`config.mk`:
```
export PLATFORM = sky130hd
export DESIGN_NAME = rrv_write_back_pipe
export DESIGN_NICKNAME = d
export VERILOG_FILES = /design/src/rtl/rrv_write_back_pipe.sv
export SDC_FILE = /design/constraint.sdc
export NUM_CORES = 1
export LEC_CHECK = 0
export CAP_MARGIN = 20
export CORE_MARGIN = 3
export CORE_UTILIZATION = 47
export DETAILED_ROUTE_END_ITERATION = 8
export PLACE_DENSITY_LB_ADDON = 0.05
export SLEW_MARGIN = 20
export SYNTH_ARGS = -nofsm -noshare
export SYNTH_HDL_FRONTEND = slang
export SYNTH_SLANG_ARGS = --single-unit
```
`constraint.sdc`:
```
create_clock -name clk -period 2.2 [get_ports clk]
set_input_delay 0.66 -clock clk [delete_from_list [all_inputs] [get_ports clk]]
set_output_delay 0.66 -clock clk [all_outputs]
set_load 0.05 [all_outputs]
```
`src/rtl/rrv_write_back_pipe.sv`:
```
// rrv_write_back_pipe: RRV write-back stage that retires pass-through results and variable-latency loads to the GPR file
//   clk, rst_n                  clock, asynchronous active-low reset
//   valid_mem/ready_mem         instruction handshake from the memory stage
//   load_mem, funct3_mem        load flag and load type
//   gpr_we_mem, addr_rd_mem     destination write enable and register
//   data_rd_mem                 non-load result
//   addr_off_mem                byte offset of the load address within the word
//   rsp_valid, rsp_data         data-memory load response (naturally aligned word)
//   gpr_we_id/addr_rd_id/data_rd_id  registered GPR write port towards decode
//   load_err                    one-cycle pulse for misaligned or illegal loads
//   retire_cnt                  retired-instruction counter, wraps silently
module rrv_write_back_pipe #(
    parameter int XLEN = 32,
    parameter int REG_ADDR_WIDTH = 5,
    parameter int CNT_WIDTH = 32,
    localparam int OFF_W = $clog2(XLEN / 8)
) (
    input  logic                      clk,
    input  logic                      rst_n,
    input  logic                      valid_mem,
    output logic                      ready_mem,
    input  logic                      load_mem,
    input  logic [2:0]                funct3_mem,
    input  logic                      gpr_we_mem,
    input  logic [REG_ADDR_WIDTH-1:0] addr_rd_mem,
    input  logic [XLEN-1:0]           data_rd_mem,
    input  logic [OFF_W-1:0]          addr_off_mem,
    input  logic                      rsp_valid,
    input  logic [XLEN-1:0]           rsp_data,
    output logic                      gpr_we_id,
    output logic [REG_ADDR_WIDTH-1:0] addr_rd_id,
    output logic [XLEN-1:0]           data_rd_id,
    output logic                      load_err,
    output logic [CNT_WIDTH-1:0]      retire_cnt
);
    typedef enum logic {IDLE, WAIT_LOAD} state_t;
    state_t state, state_nx;
    logic accept, complete, waiting, is_load, legal, we_src, we_c, err_c;
    logic [2:0] f3_c, f3_q;
    logic [REG_ADDR_WIDTH-1:0] rd_c, rd_q;
    logic [OFF_W-1:0] off_c, off_q;
    logic we_q;
    logic [XLEN-1:0] lane, ext, data_c;
    always_ff @(posedge clk or negedge rst_n)
        if (!rst_n) state <= IDLE;
        else state <= state_nx;
    // While waiting, the memory-stage inputs already belong to the next
    // instruction, so the load is finished from the latched copies.
    always_comb begin
        waiting   = state == WAIT_LOAD;
        ready_mem = !waiting;
        accept    = valid_mem & ready_mem;
        complete  = accept ? (!load_mem | rsp_valid) : (waiting & rsp_valid);
        state_nx  = (accept & load_mem & !rsp_valid) ? WAIT_LOAD : complete ? IDLE : state;
        is_load   = waiting | load_mem;
        f3_c      = waiting ? f3_q : funct3_mem;
        rd_c      = waiting ? rd_q : addr_rd_mem;
        off_c     = waiting ? off_q : addr_off_mem;
        we_src    = waiting ? we_q : gpr_we_mem;
        lane      = rsp_data >> {off_c, 3'b000};
        legal     = 1'b0;
        ext       = '0;
        case (f3_c)
            3'b000: begin legal = 1'b1;                          ext = XLEN'($signed(lane[7:0]));  end
            3'b001: begin legal = !off_c[0];                     ext = XLEN'($signed(lane[15:0])); end
            3'b010: begin legal = off_c[1:0] == 2'b00;           ext = XLEN'($signed(lane[31:0])); end
            3'b100: begin legal = 1'b1;                          ext = XLEN'(lane[7:0]);           end
            3'b101: begin legal = !off_c[0];                     ext = XLEN'(lane[15:0]);          end
            3'b110: begin legal = XLEN == 64 && off_c[1:0] == 2'b00; ext = XLEN'(lane[31:0]);     end
            3'b011: begin legal = XLEN == 64 && off_c == '0;     ext = lane;                       end
            default: begin legal = 1'b0;                         ext = '0;                         end
        endcase
        we_c   = we_src & (rd_c != '0) & (!is_load | legal);
        err_c  = is_load & !legal;
        data_c = !is_load ? data_rd_mem : legal ? ext : '0;
    end
    always_ff @(posedge clk or negedge rst_n)
        if (!rst_n) begin
            f3_q       <= '0;
            rd_q       <= '0;
            off_q      <= '0;
            we_q       <= 1'b0;
            gpr_we_id  <= 1'b0;
            load_err   <= 1'b0;
            addr_rd_id <= '0;
            data_rd_id <= '0;
            retire_cnt <= '0;
        end else begin
            if (accept & load_mem & !rsp_valid) begin
                f3_q  <= funct3_mem;
                rd_q  <= addr_rd_mem;
                off_q <= addr_off_mem;
                we_q  <= gpr_we_mem;
            end
            gpr_we_id <= complete & we_c;
            load_err  <= complete & err_c;
            if (complete) begin
                addr_rd_id <= rd_c;
                data_rd_id <= data_c;
                retire_cnt <= retire_cnt + 1'b1;
            end
        end
endmodule

```
==> results of run 1 <==
[cells in the mapped netlist (2+ instances only)]
cell and n:
sky130_fd_sc_hd__mux2_2 11, sky130_fd_sc_hd__o2111ai_1 2, sky130_fd_sc_hd__nand2_1 42, sky130_fd_sc_hd__nand4_1 7
sky130_fd_sc_hd__clkbuf_1 8, sky130_fd_sc_hd__o21a_1 8, sky130_fd_sc_hd__xnor2_1 24, sky130_fd_sc_hd__o22ai_1 9
sky130_fd_sc_hd__o211ai_1 7, sky130_fd_sc_hd__mux2i_1 30, sky130_fd_sc_hd__xor2_1 7, sky130_fd_sc_hd__a2bb2oi_1 8
sky130_fd_sc_hd__buf_2 9, sky130_fd_sc_hd__dfrtp_1 83, sky130_fd_sc_hd__nand2b_1 2, sky130_fd_sc_hd__nor2_1 43
sky130_fd_sc_hd__buf_6 5, sky130_fd_sc_hd__and3_1 3, sky130_fd_sc_hd__nor4_4 3, sky130_fd_sc_hd__mux2i_4 2
sky130_fd_sc_hd__o21ai_0 24, sky130_fd_sc_hd__nor3_1 5, sky130_fd_sc_hd__inv_1 16, sky130_fd_sc_hd__nor3_2 3
sky130_fd_sc_hd__and4_1 4, sky130_fd_sc_hd__a21oi_1 34, sky130_fd_sc_hd__nand3_1 16, sky130_fd_sc_hd__a32oi_1 8
sky130_fd_sc_hd__nor2b_1 10, sky130_fd_sc_hd__or4_1 2, sky130_fd_sc_hd__a211oi_1 4, sky130_fd_sc_hd__a32o_1 2
sky130_fd_sc_hd__nor4_1 2
[power by group]
group          switching [W]  internal (W)
combinational        0.00133      0.000829
clock               0.000606      0.000420
sequential          0.000225       0.00177
[worst paths after layout]
path	slack, ns	to	cells past startpoint
worst min-delay path	0.23	addr_rd_id[0]	1
max in group asynchronous	1.31	data_rd_id[24]	2
worst min register to register	0.48	retire_cnt[31]	1
worst max-delay path	0.03	addr_rd_id[3]	1
min in group clk	0.48	retire_cnt[31]	1
worst max register to register	0.24	data_rd_id[20]	7
[layer usage]
layer	global-route usage	routed length, µm	share of wire	up-vias
met5	0	0	0	-
met4	0.0843	293	0.021	0
met3	0.0550	963	0.069	26
met2	0.426	6520	0.47	190
met1	0.337	6080	0.44	2120
li1	-	-	-	2068
[through the flow]
step           hold WS (ns)  worst slack, ns  power [W]
2_1_floorplan         0.364           0.0906    0.00331
3_3_place_gp          0.460           -0.252    0.00417
3_5_place_dp          0.473           -0.319    0.00420
4_1_cts               0.239         0.000528    0.00520
5_1_grt               0.261          0.00153    0.00541
6_report              0.233           0.0317    0.00518
[registers in the layout (all words and copies together), names as in the netlist]
name and cells:
retire_cnt 32, data_rd_id 32, rd_q 5, gpr_we_id 1, addr_rd_id 5, f3_q 3, state 1, we_q 1
off_q 2, load_err 1
[repair_timing]
item | 4_1_cts | 5_1_grt
resized for setup | 12 | 13
endpoints found under the setup margin | 12 | 18
pin swaps | 0 | 1
endpoints found under the hold margin | 0 | 0
setup buffers | 0 | 0
[area by class of cell]
class | count | area share
inverter | 17 | 0.00943
multi-input combinational | 341 | 0.347
sequential | 83 | 0.307
timing repair buffer | 212 | 0.287
clock buffer | 10 | 0.0189
tap | 129 | 0.0239
clock inverter | 6 | 0.00721
[logic make-up (layout without fill, tap and decap cells)]
family / Yosys count / count (layout) / synth area share
AND/OR/NAND/NOR: 152 / 152 / 0.177
flip-flops: 83 / 83 / 0.449
buffers and inverters: 42 / 245 / 0.0458
AO/OA/AOI/OAI: 114 / 114 / 0.165
multiplexers: 43 / 43 / 0.102
adder cells (fa/ha/maj): 1 / 1 / 0.00271
XOR/XNOR: 31 / 31 / 0.0588
==> results.md, run 1 <==
- The run finished with clean final reports.
- In this run the tool buffered the top-level ports with approximately 150 buffer cells.
- After detailed routing, the number of vias per cell comes to between 5 and 6.
- Counting flops with an async set or reset pin after synthesis yields a share of 1.00.
- The total congestion overflow after global routing is 0.
- Setup violations remaining at the end of the flow were counted as 0.
- In the final layout, the multi-input gates occupy between 2000 and 2500 µm².
- The total of warnings raised by yosys is 0.
- The total clock buffers created by CTS is 9.
- The post-DP HPWL is 10,700 µm.
- The startpoint of the lowest-slack register-to-register path is state.
- The area of the placeable core is around 9400 µm².
- For the worst setup path, the data required time is around 1.5 ns.
- The critical path class is reg -> out.
- The final cell count without fillers is 798.
- The remaining design rule violation count is 0.
- The critical path goes through clkdlybuf4s50_1.
- Detailed routing inserted a total of around 4,400 vias.
- The initial standard-cell utilization of the core is 0.491.
- The count of placed standard cells including taps is 782.
- The synthesized design spends more area on one cell type than any other, namely sky130_fd_sc_hd__dfrtp_1.
- In this run the count of I/O pins placed on the die edge is between 150 and 200.
- The root cell of the clock tree is sky130_fd_sc_hd__clkbuf_8.
- Of the cells placed in the final design, the portion with a size suffix greater than 1 is 0.239.
- The pre-antenna-repair detailed-routing pass consisted of 5 iterations.
- The synthesized area per cell is between 9 and 10 µm².
- The static leakage is approximately 3.1 nW.
- STA classifies the critical path endpoint as an output port.
- Synthesis produced a netlist with a net count of between 500 and 600.
- Routability-driven placement finished with a final weighted congestion of about 0.92.
- The number of antenna diodes in the final layout is 0.
- The final layout contains routed wiring with a total length of about 14,000 µm.
- The critical-path maximum fanout is 2.
- The worst clock skew is 0.0143 ns.
- The count of nets left with antenna violations once routing finished came out at 0.
- Leaving out fill and tap cells, the most frequent cells in the layout are sky130_fd_sc_hd__buf_4 (104), sky130_fd_sc_hd__dfrtp_1 (83), sky130_fd_sc_hd__clkdlybuf4s50_1 (80).
- The top-area cell type share of the netlist area is 0.449.
- The number of nets in the layout is 745.
- The post-synthesis cell type count is 56.
- The largest buffer count on any clock path is 2.
- The slew at the pin closest to its max-slew limit is approximately 0.5 ns.
- The chip width is 105 µm.
- The final hold violation count is 0.
- Counting flops with a built-in enable in the synthesized netlist gives 0.
- The register area share after synthesis is 0.449.
- The via count of the first global-routing pass is approximately 4,500.
- The cell area that synthesis handed to floorplanning was 4620 µm².
- The global-route wire length before repair is 23,000 µm.
- The finished cells cover slightly below 7000 µm².
- Dividing total power by cell area gives a power density of around 770 nW/µm².
- The count of mapped cells out of synthesis is around 470.
- Data arrives at the worst endpoint at 1.51 ns.
- Clock-pin slew was measured on the worst setup and hold paths at ~0.080 ns.
- The worst setup path is launched from a flop.
- The leading register cell type out of synthesis is sky130_fd_sc_hd__dfrtp_1.
- Counting both buffers and inverters, the worst setup path holds a total of 1.
- The most critical setup path has its startpoint at addr_rd_id[3].
- The area of the die is 11,100 µm².
- The first-iteration detailed-routing DRC count is between 150 and 200.
- The clock net sink count is 83.
- The cell family with the largest share of critical-path delay is buffers and inverters.
- Across the whole layout, storage elements account for slightly above 2000 µm².
- The post-route fraction of the period consumed by the critical path is 0.986.
- Entering global routing, the biggest net connects 35 pins.
- On the worst path, the slowest cell contributes a delay of 0.80 ns.
- The relative area change from synthesis to final layout is 46.4%.
- VDD sags by at most just over 0.0007 V.
- The number of max-capacitance violations reported is 0.
- The number of hold buffers added after CTS was 0.
- For this run, the total global-route usage over all layers was measured as 0.257.
- The floorplan die height is approximately 110 µm.
- The number of max-slew violations in the final report is 0.
- At the end of the flow the core is filled with cells to 0.718.
- The final sum of negative setup slack is 0 ns.
- The total number of H-tree levels is 3.
- The floorplan has 35 rows.
- TritonCTS built the clock tree.
- The initial antenna violation count came to 0.
- By area the synthesized netlist is led by sky130_fd_sc_hd__dfrtp_1 (45%), sky130_fd_sc_hd__mux2i_1 (6.5%), sky130_fd_sc_hd__xnor2_1 (4.5%), sky130_fd_sc_hd__a21oi_1 (3.7%), sky130_fd_sc_hd__nor2_1 (3.5%).
- For this run, the top clock speed supported by timing is 461 MHz.
- Measured against its own limit, the worst slew margin works out to 0.658.
- In this run the cell area measured after placement is about 6600 µm².
- The number of filler instances in the final layout is about 760.
- Leaving out fill and tap cells, the most frequent cell in the layout is sky130_fd_sc_hd__buf_4.
- Setup repair after global routing left no endpoint under its margin.
- The post-synthesis sequential element count is 83.
- In this run the worst hold path is classified as in -> async.
- The smallest clock period supported by the final layout is computed as 2.17 ns.
- The cell with the largest stage delay on the worst path is sky130_fd_sc_hd__clkdlybuf4s50_1.
- In the final routed layout, each cell accounts on average for approximately 17 µm.
- At the later pin of the worst-skew pair, clock insertion delay measures 0.36 ns.
Note: power is estimated with default switching activity, not from simulation.
==> run 2: changes to the inputs <==
--- a/constraint.sdc
+++ b/constraint.sdc
@@ -3,2 +3,2 @@
 set_output_delay 0.66 -clock clk [all_outputs]
-set_load 0.05 [all_outputs]
+set_load 0.1 [all_outputs]
==> run 2 against run 1 <==
Power rose by 27%. Non-clock buffer count down 10. Wire length up 2.0%. Clock skew down 0.0072 ns. Combinational power up 46%. Clock power rose by 32%. Final area is 6.6% higher. Die area is the same. Critical endpoint is now retire_cnt[14].
==> results.md, run 2 (synthesized netlist as in run 1, its figures left out) <==
- The number of placement rows was 35 (unchanged).
- The clock net sink count is 83 (unchanged).
- Top Registers: data_rd_id (32), retire_cnt (32) (unchanged).
- The root cell of the clock tree is sky130_fd_sc_hd__clkbuf_8 (unchanged).
- The number of max-capacitance violations reported is 0 (unchanged).
- The number of max-slew violations in the final report was 0 (unchanged).
- The final wirelength was 14,100 µm (was 13,900 µm).
- The final non-filler cell area came to 7210 µm² (was 6760 µm²).
- The floorplan die height is 105 µm (unchanged).
- The CTS tree was yes (unchanged).
- The critical-path maximum fanout is 11 (was 2).
- The minimum clock period after layout is 2.12 ns (was 2.17 ns).
- Status: finished clean (unchanged).
- The worst path arrival time is 2.39 ns (was 1.51 ns).
- The maximum number of pins on one net before global-route repair is 49 (was 35).
- The total of buffers placed on input and output ports is 151 (unchanged).
- The count of endpoints failing setup in the final report is 0 (unchanged).
- The global-route wire length before repair was 22,700 µm (was 23,000 µm).
- The clock latency of the later-clocked register in the worst-skew pair came to 0.35 ns (was 0.36 ns).
- The total clock buffers created by CTS is 9 (unchanged).
- The remaining design rule violation count is 0 (unchanged).
- The clock-pin slew reported for the worst setup and hold paths after clock tree synthesis came to 0.09 ns (was 0.08 ns).
- The power per standard cell area is 912 nW/µm² (was 766 nW/µm²).
- The first-iteration detailed-routing DRC count was 185 (was 156).
- The number of detailed-routing iterations run before antenna repair is 5 (unchanged).
- The post-DP HPWL is 10,800 µm (was 10,700 µm).
- The area of the die is 11,100 µm² (unchanged).
- The path type of the worst min-delay path is in -> async (unchanged).
- The initial standard-cell utilization of the core is 0.491 (unchanged).
- The initial antenna violation count came to 0 (unchanged).
- The static leakage came to 3.12 nW (was 3.10 nW).
- The largest buffer count on any clock path came to 2 (unchanged).
- The antenna diode count was 0 (unchanged).
- The total congestion overflow after global routing is 0 (unchanged).
- The total number of H-tree levels was 3 (unchanged).
- The total track usage is 0.254 (was 0.257).
- The required time reported for the critical path endpoint is 2.47 ns (was 1.54 ns).
- The worst clock skew is 0.00704 ns (was 0.0143 ns).
- RSZ-0062 raised after global routing: false (unchanged).
- The slew at the pin closest to its max-slew limit came to 0.572 ns (was 0.512 ns).
- The number of nets in the layout is 735 (was 745).
- The maximum ir drop on the vdd rail is 0.000585 V (was 0.000715 V).
- The kind of end point of the critical path is a flop (was output port).
- The ratio of cells with drive above 1 in the final layout was 0.290 (was 0.239).
- The post-route fraction of the period consumed by the critical path was 0.962 (was 0.986).
- The via count of the first global-routing pass was 4,579 (was 4,536).
- The final sum of negative setup slack is 0 ns (unchanged).
- The final setup slack of the worst path came to 0.0844 ns (was 0.0317 ns).
- The critical path class is in -> reg (was reg -> out).
- The placed standard-cell area is 6920 µm² (was 6570 µm²).
- The area of the placeable core came to 9420 µm² (unchanged).
- The count of vias placed by the detailed router is 4,404 (unchanged).
- The final worst hold slack is 0.248 ns (was 0.233 ns).
- The worst setup slack for register-to-register paths is 0.18 ns (was 0.24 ns).
- The setup slack at placement is -0.429 ns (was -0.319 ns).
- The vias per cell was 5.59 (was 5.52).
- The number of filler instances in the final layout came to 646 (was 756).
- The startpoint type of the worst setup path is an input pin (was flop).
- The final hold violation count is 0 (unchanged).
- The sequential cell area was 2100 µm² (was 2080 µm²).
- The total power after layout is 0.00657 W (was 0.00518 W).
- The top-level I/O count is 152 (unchanged).
- The maximum operating frequency was 473 MHz (was 461 MHz).
- The relative area change from synthesis to final layout is 56.0% (was 46.4%).
- The routed length per instance came to 17.9 µm (was 17.4 µm).
- The area used by multi-input combinational logic is 2350 µm² (about the same).
- The worst slew margin relative to its limit is 0.615 (was 0.658).
- The weighted congestion at the end of routability-driven global placement was 0.922 (was 0.920).
- The remaining antenna violation count is 0 (unchanged).
- The most frequent standard cell in the layout excluding fill and tap cells is sky130_fd_sc_hd__buf_4 (unchanged).
- The total of hold buffers inserted after clock tree synthesis is 0 (unchanged).
- Most used cells in the layout excluding fill and tap cells: sky130_fd_sc_hd__buf_4 (78), sky130_fd_sc_hd__clkdlybuf4s50_1 (75), sky130_fd_sc_hd__dfrtp_1 (68) (was sky130_fd_sc_hd__buf_4 (104), sky130_fd_sc_hd__dfrtp_1 (83), sky130_fd_sc_hd__clkdlybuf4s50_1 (80)).
- The chip width is 105 µm (unchanged).
## run 2: power by group
part	internal, W	leakage [nW]	total (W)	switching, W
combinational	0.00105	1.99	0.00315	0.00210
sequential	0.00178	1.02	0.00206	0.000285
clock	0.000759	0.113	0.00136	0.000599
## run 2: cell type report
class,count,share of cell area
multi-input combinational,341,0.327
timing repair buffer,202,0.318
sequential,83,0.291
tap,129,0.0224
clock buffer,10,0.0177
clock inverter,6,0.0158
inverter,17,0.00885
## run 2: path summary, 6_finish.rpt
kind                                 from        endpoint  depth (start not counted)
min in group clk           retire_cnt[31]  retire_cnt[31]                          1
hold / removal                      rst_n   retire_cnt[8]                          1
max in group asynchronous           rst_n           state                          2
setup reg to reg                    state   data_rd_id[3]                          7
setup / recovery                valid_mem  retire_cnt[14]                          8
hold reg to reg            retire_cnt[31]  retire_cnt[31]                          1
## run 2: worst max-delay path, stage by stage
cell and delay [ns]:
sky130_fd_sc_hd__clkdlybuf4s50_1 0.52, sky130_fd_sc_hd__buf_4 0.21, sky130_fd_sc_hd__nor2_2 0.11, sky130_fd_sc_hd__nor4_4 0.26
sky130_fd_sc_hd__buf_4 0.16, sky130_fd_sc_hd__nand3_1 0.12, sky130_fd_sc_hd__nor2_1 0.20, sky130_fd_sc_hd__xnor2_1 0.14
## run 2: per-layer routing
layer	GRT usage	up-vias	part of all wire
met4	0.0853	0	0.021
li1	-	2047	-
met2	0.430	173	0.51
met5	0	-	0
met1	0.327	2160	0.42
met3	0.0469	24	0.053
## run 2: through the flow
| stage | cells | utilization |
|---|---|---|
| after floorplan | 466 | - |
| after global placement | 770 | 0.735 |
| after detailed placement | 770 | 0.735 |
| after CTS | 786 | 0.761 |
| after global routing | 788 | 0.766 |
| final | 788 | 0.766 |
## run 2: repair_timing
action / in CTS / in global routing
resized for setup: 1 / 10
pin swaps: 0 / 2
endpoints found under the setup margin: 12 / 26
buffers inserted: 0 / 2
==> run 3: changes to the inputs <==
- CORE_MARGIN: 3 -> unset
- MAX_ROUTING_LAYER: unset -> met4
==> run 3 against run 2 <==
Critical endpoint is now data_rd_id[2]. Power up 0.62%. Via count up 1.5%. Highest routed layer unchanged. Fmax shrank 1.1%. First-iteration DRC count grew 26%. Hold slack got worse by 0.036 ns.
==> results.md, run 3 (synthesized netlist as in run 1, its figures left out) <==
- Status: finished clean (unchanged).
- The worst path arrival time is 2.38 ns (was 2.39 ns).
- The worst setup slack for register-to-register paths came to 0.20 ns (was 0.18 ns).
- The total power after layout is 0.00661 W (was 0.00657 W).
- The final worst hold slack was 0.211 ns (was 0.248 ns).
- The root cell of the clock tree is sky130_fd_sc_hd__clkbuf_8 (unchanged).
- The weighted congestion at the end of routability-driven global placement is 0.915 (was 0.922).
- The final wirelength came to 13,700 µm (was 14,100 µm).
- The chip width is 101 µm (was 105 µm).
- The global-route wire length before repair is 22,100 µm (was 22,700 µm).
- The count of vias placed by the detailed router is 4,470 (was 4,404).
- The worst clock skew is 0.00671 ns (was 0.00704 ns).
- The buffers plus inverters on the worst setup path is 3 (unchanged).
- The clock-pin slew reported for the worst setup and hold paths after clock tree synthesis is 0.09 ns (about the same).
- The remaining antenna violation count is 0 (unchanged).
- The via count of the first global-routing pass came to 4,510 (was 4,579).
- The ratio of cells with drive above 1 in the final layout is 0.293 (was 0.290).
- The first-iteration detailed-routing DRC count came to 233 (was 185).
- The post-route fraction of the period consumed by the critical path is 0.973 (was 0.962).
- The worst slew margin relative to its limit is 0.670 (was 0.615).
- The vias per cell came to 5.64 (was 5.59).
- The post-DP HPWL is 10,600 µm (was 10,800 µm).
- The floorplan die height was 101 µm (was 105 µm).
- The CTS tree is yes (unchanged).
- The maximum ir drop on the vdd rail is 0.000579 V (was 0.000585 V).
- RSZ-0062 raised after global routing: true (was false).
- The number of max-capacitance violations reported was 0 (unchanged).
- The clock latency of the later-clocked register in the worst-skew pair was 0.35 ns (about the same).
- The maximum operating frequency is 467 MHz (was 473 MHz).
- Top Registers: data_rd_id (32), retire_cnt (32) (unchanged).
- The total number of H-tree levels is 3 (unchanged).
- The number of detailed-routing iterations run before antenna repair is 6 (was 5).
- The antenna diode count is 0 (unchanged).
- The maximum number of pins on one net before global-route repair is 36 (was 49).
- The top-level I/O count is 152 (unchanged).
- The slew at the pin closest to its max-slew limit is 0.494 ns (was 0.572 ns).
- The relative area change from synthesis to final layout came to 56.8% (was 56.0%).
- Most used cells in the layout excluding fill and tap cells: sky130_fd_sc_hd__buf_4 (83), sky130_fd_sc_hd__clkdlybuf4s50_1 (75), sky130_fd_sc_hd__dfrtp_1 (69) (was sky130_fd_sc_hd__buf_4 (78), sky130_fd_sc_hd__clkdlybuf4s50_1 (75), sky130_fd_sc_hd__dfrtp_1 (68)).
- The cell family with the largest share of critical-path delay is buffers and inverters (unchanged).
- The terminus of the critical flop-to-flop path is data_rd_id[5] (was data_rd_id[3]).
- The power per standard cell area was 913 nW/µm² (was 912 nW/µm²).
- The setup slack at placement is -0.440 ns (was -0.429 ns).
- The area of the placeable core is 9370 µm² (was 9420 µm²).
- The total congestion overflow after global routing was 0 (unchanged).
- The cell with the largest stage delay on the worst path is sky130_fd_sc_hd__clkdlybuf4s50_1 (unchanged).
- The routed length per instance came to 17.3 µm (was 17.9 µm).
- The count of endpoints failing setup in the final report is 0 (unchanged).
- The total track usage came to 0.289 (was 0.254).
- The post-CTS setup repair buffer count was 0 (unchanged).
- The most frequent standard cell in the layout excluding fill and tap cells is sky130_fd_sc_hd__buf_4 (unchanged).
- The number of nets in the layout is 739 (was 735).
- The final setup slack of the worst path is 0.0598 ns (was 0.0844 ns).
- The remaining design rule violation count is 0 (unchanged).
- The total of buffers placed on input and output ports is 151 (unchanged).
- The static leakage came to 3.15 nW (was 3.12 nW).
- The number of filler instances in the final layout is 669 (was 646).
- The initial antenna violation count came to 0 (unchanged).
- The minimum clock period after layout is 2.14 ns (was 2.12 ns).
- The largest stage delay on the critical path is 0.39 ns (was 0.52 ns).
- The critical path class is in -> reg (unchanged).
- Cell-by-cell listing of the critical path: clkdlybuf4s50_1, buf_4, mux2i_4, buf_12, mux2i_1, nand2_1, a32oi_1, a21oi_1 (was clkdlybuf4s50_1, buf_4, nor2_2, nor4_4, buf_4, nand3_1, nor2_1, xnor2_1).
- The clock net sink count came to 83 (unchanged).
- The critical-path maximum fanout is 14 (was 11).
- The area of the die was 10,200 µm² (was 11,100 µm²).
- The number of placement rows is 35 (unchanged).
- The final hold violation count is 0 (unchanged).
- The total of hold buffers inserted after clock tree synthesis is 0 (unchanged).
- The number of cells on the worst reg-to-reg path was 6 (was 7).
- The startpoint of the lowest-slack register-to-register path is state (unchanged).
- The number of max-slew violations in the final report was 0 (unchanged).
- The required time reported for the critical path endpoint is 2.44 ns (was 2.47 ns).
- The kind of end point of the critical path is a flop (unchanged).
- The initial standard-cell utilization of the core is 0.493 (was 0.491).
- The path type of the worst min-delay path is in -> async (unchanged).
- The total clock buffers created by CTS came to 9 (unchanged).
- The largest buffer count on any clock path is 2 (unchanged).
- The startpoint type of the worst setup path is an input pin (unchanged).
## run 3: changes by cell type in the layout (fill, tap and decap cells not counted), sizes merged
cell / change
buf: +4
clkinvlp: -2
clkbuf: +1
dlygate4sd2: -1
dlymetal6s2s: +1
inv: +1
## run 3: what timing repair did
item / CTS / global route
setup endpoints to repair: 8 / 53
gates resized for setup: 2 / 8
pin swaps: 0 / 1
## run 3: report_power, final
group          internal [W]  switching, W  total (W)
Sequential          0.00178      0.000287    0.00207
Combinational       0.00105       0.00212    0.00317
Clock              0.000795      0.000585    0.00138
Total               0.00363       0.00299    0.00661
## run 3: through the flow
| step | utilization | area, µm² | instances | TNS [ns] |
|---|---|---|---|---|
| final | 0.773 | 7240 | 792 | 0 |
| after global routing | 0.773 | 7240 | 792 | -0.0429 |
| after CTS | 0.770 | 7210 | 792 | 0 |
| after detailed placement | 0.743 | 6960 | 776 | -21.08 |
| after global placement | 0.743 | 6960 | 776 | -18.75 |
| after floorplan | - | 4640 | 466 | 0 |
## run 3: layer usage
metal / wire length (µm) / global-route usage / vias to the layer above
li1: - / - / 2055
met1: 5640 / 0.350 / 2190
met2: 6910 / 0.493 / 195
met3: 877 / 0.0462 / 30
met4: 252 / 0.0925 / 0
met5: 0 / - / -
## run 3: cell type report
class	instances	area [µm²]	area share
inverters	17	63.8	0.00881
clock inverters	5	108	0.0149
well taps	129	161	0.0223
flip-flops and latches	83	2090	0.289
clock buffers	11	141	0.0195
repair buffers	206	2310	0.319
multi-input cells	341	2360	0.326
## run 3: worst max-delay path by stage
stage               startpoint             end  slack [ns]  depth (start not counted)
6_report       addr_off_mem[1]   data_rd_id[2]        0.06                          8
2_1_floorplan    retire_cnt[2]  retire_cnt[26]       0.007                          5
3_5_place_dp          load_mem  data_rd_id[25]       -0.44                          6
5_1_grt        addr_off_mem[1]   data_rd_id[0]       -0.02                          8
4_1_cts        addr_off_mem[0]  data_rd_id[15]       0.004                          7
3_3_place_gp          load_mem  data_rd_id[29]       -0.36                          6
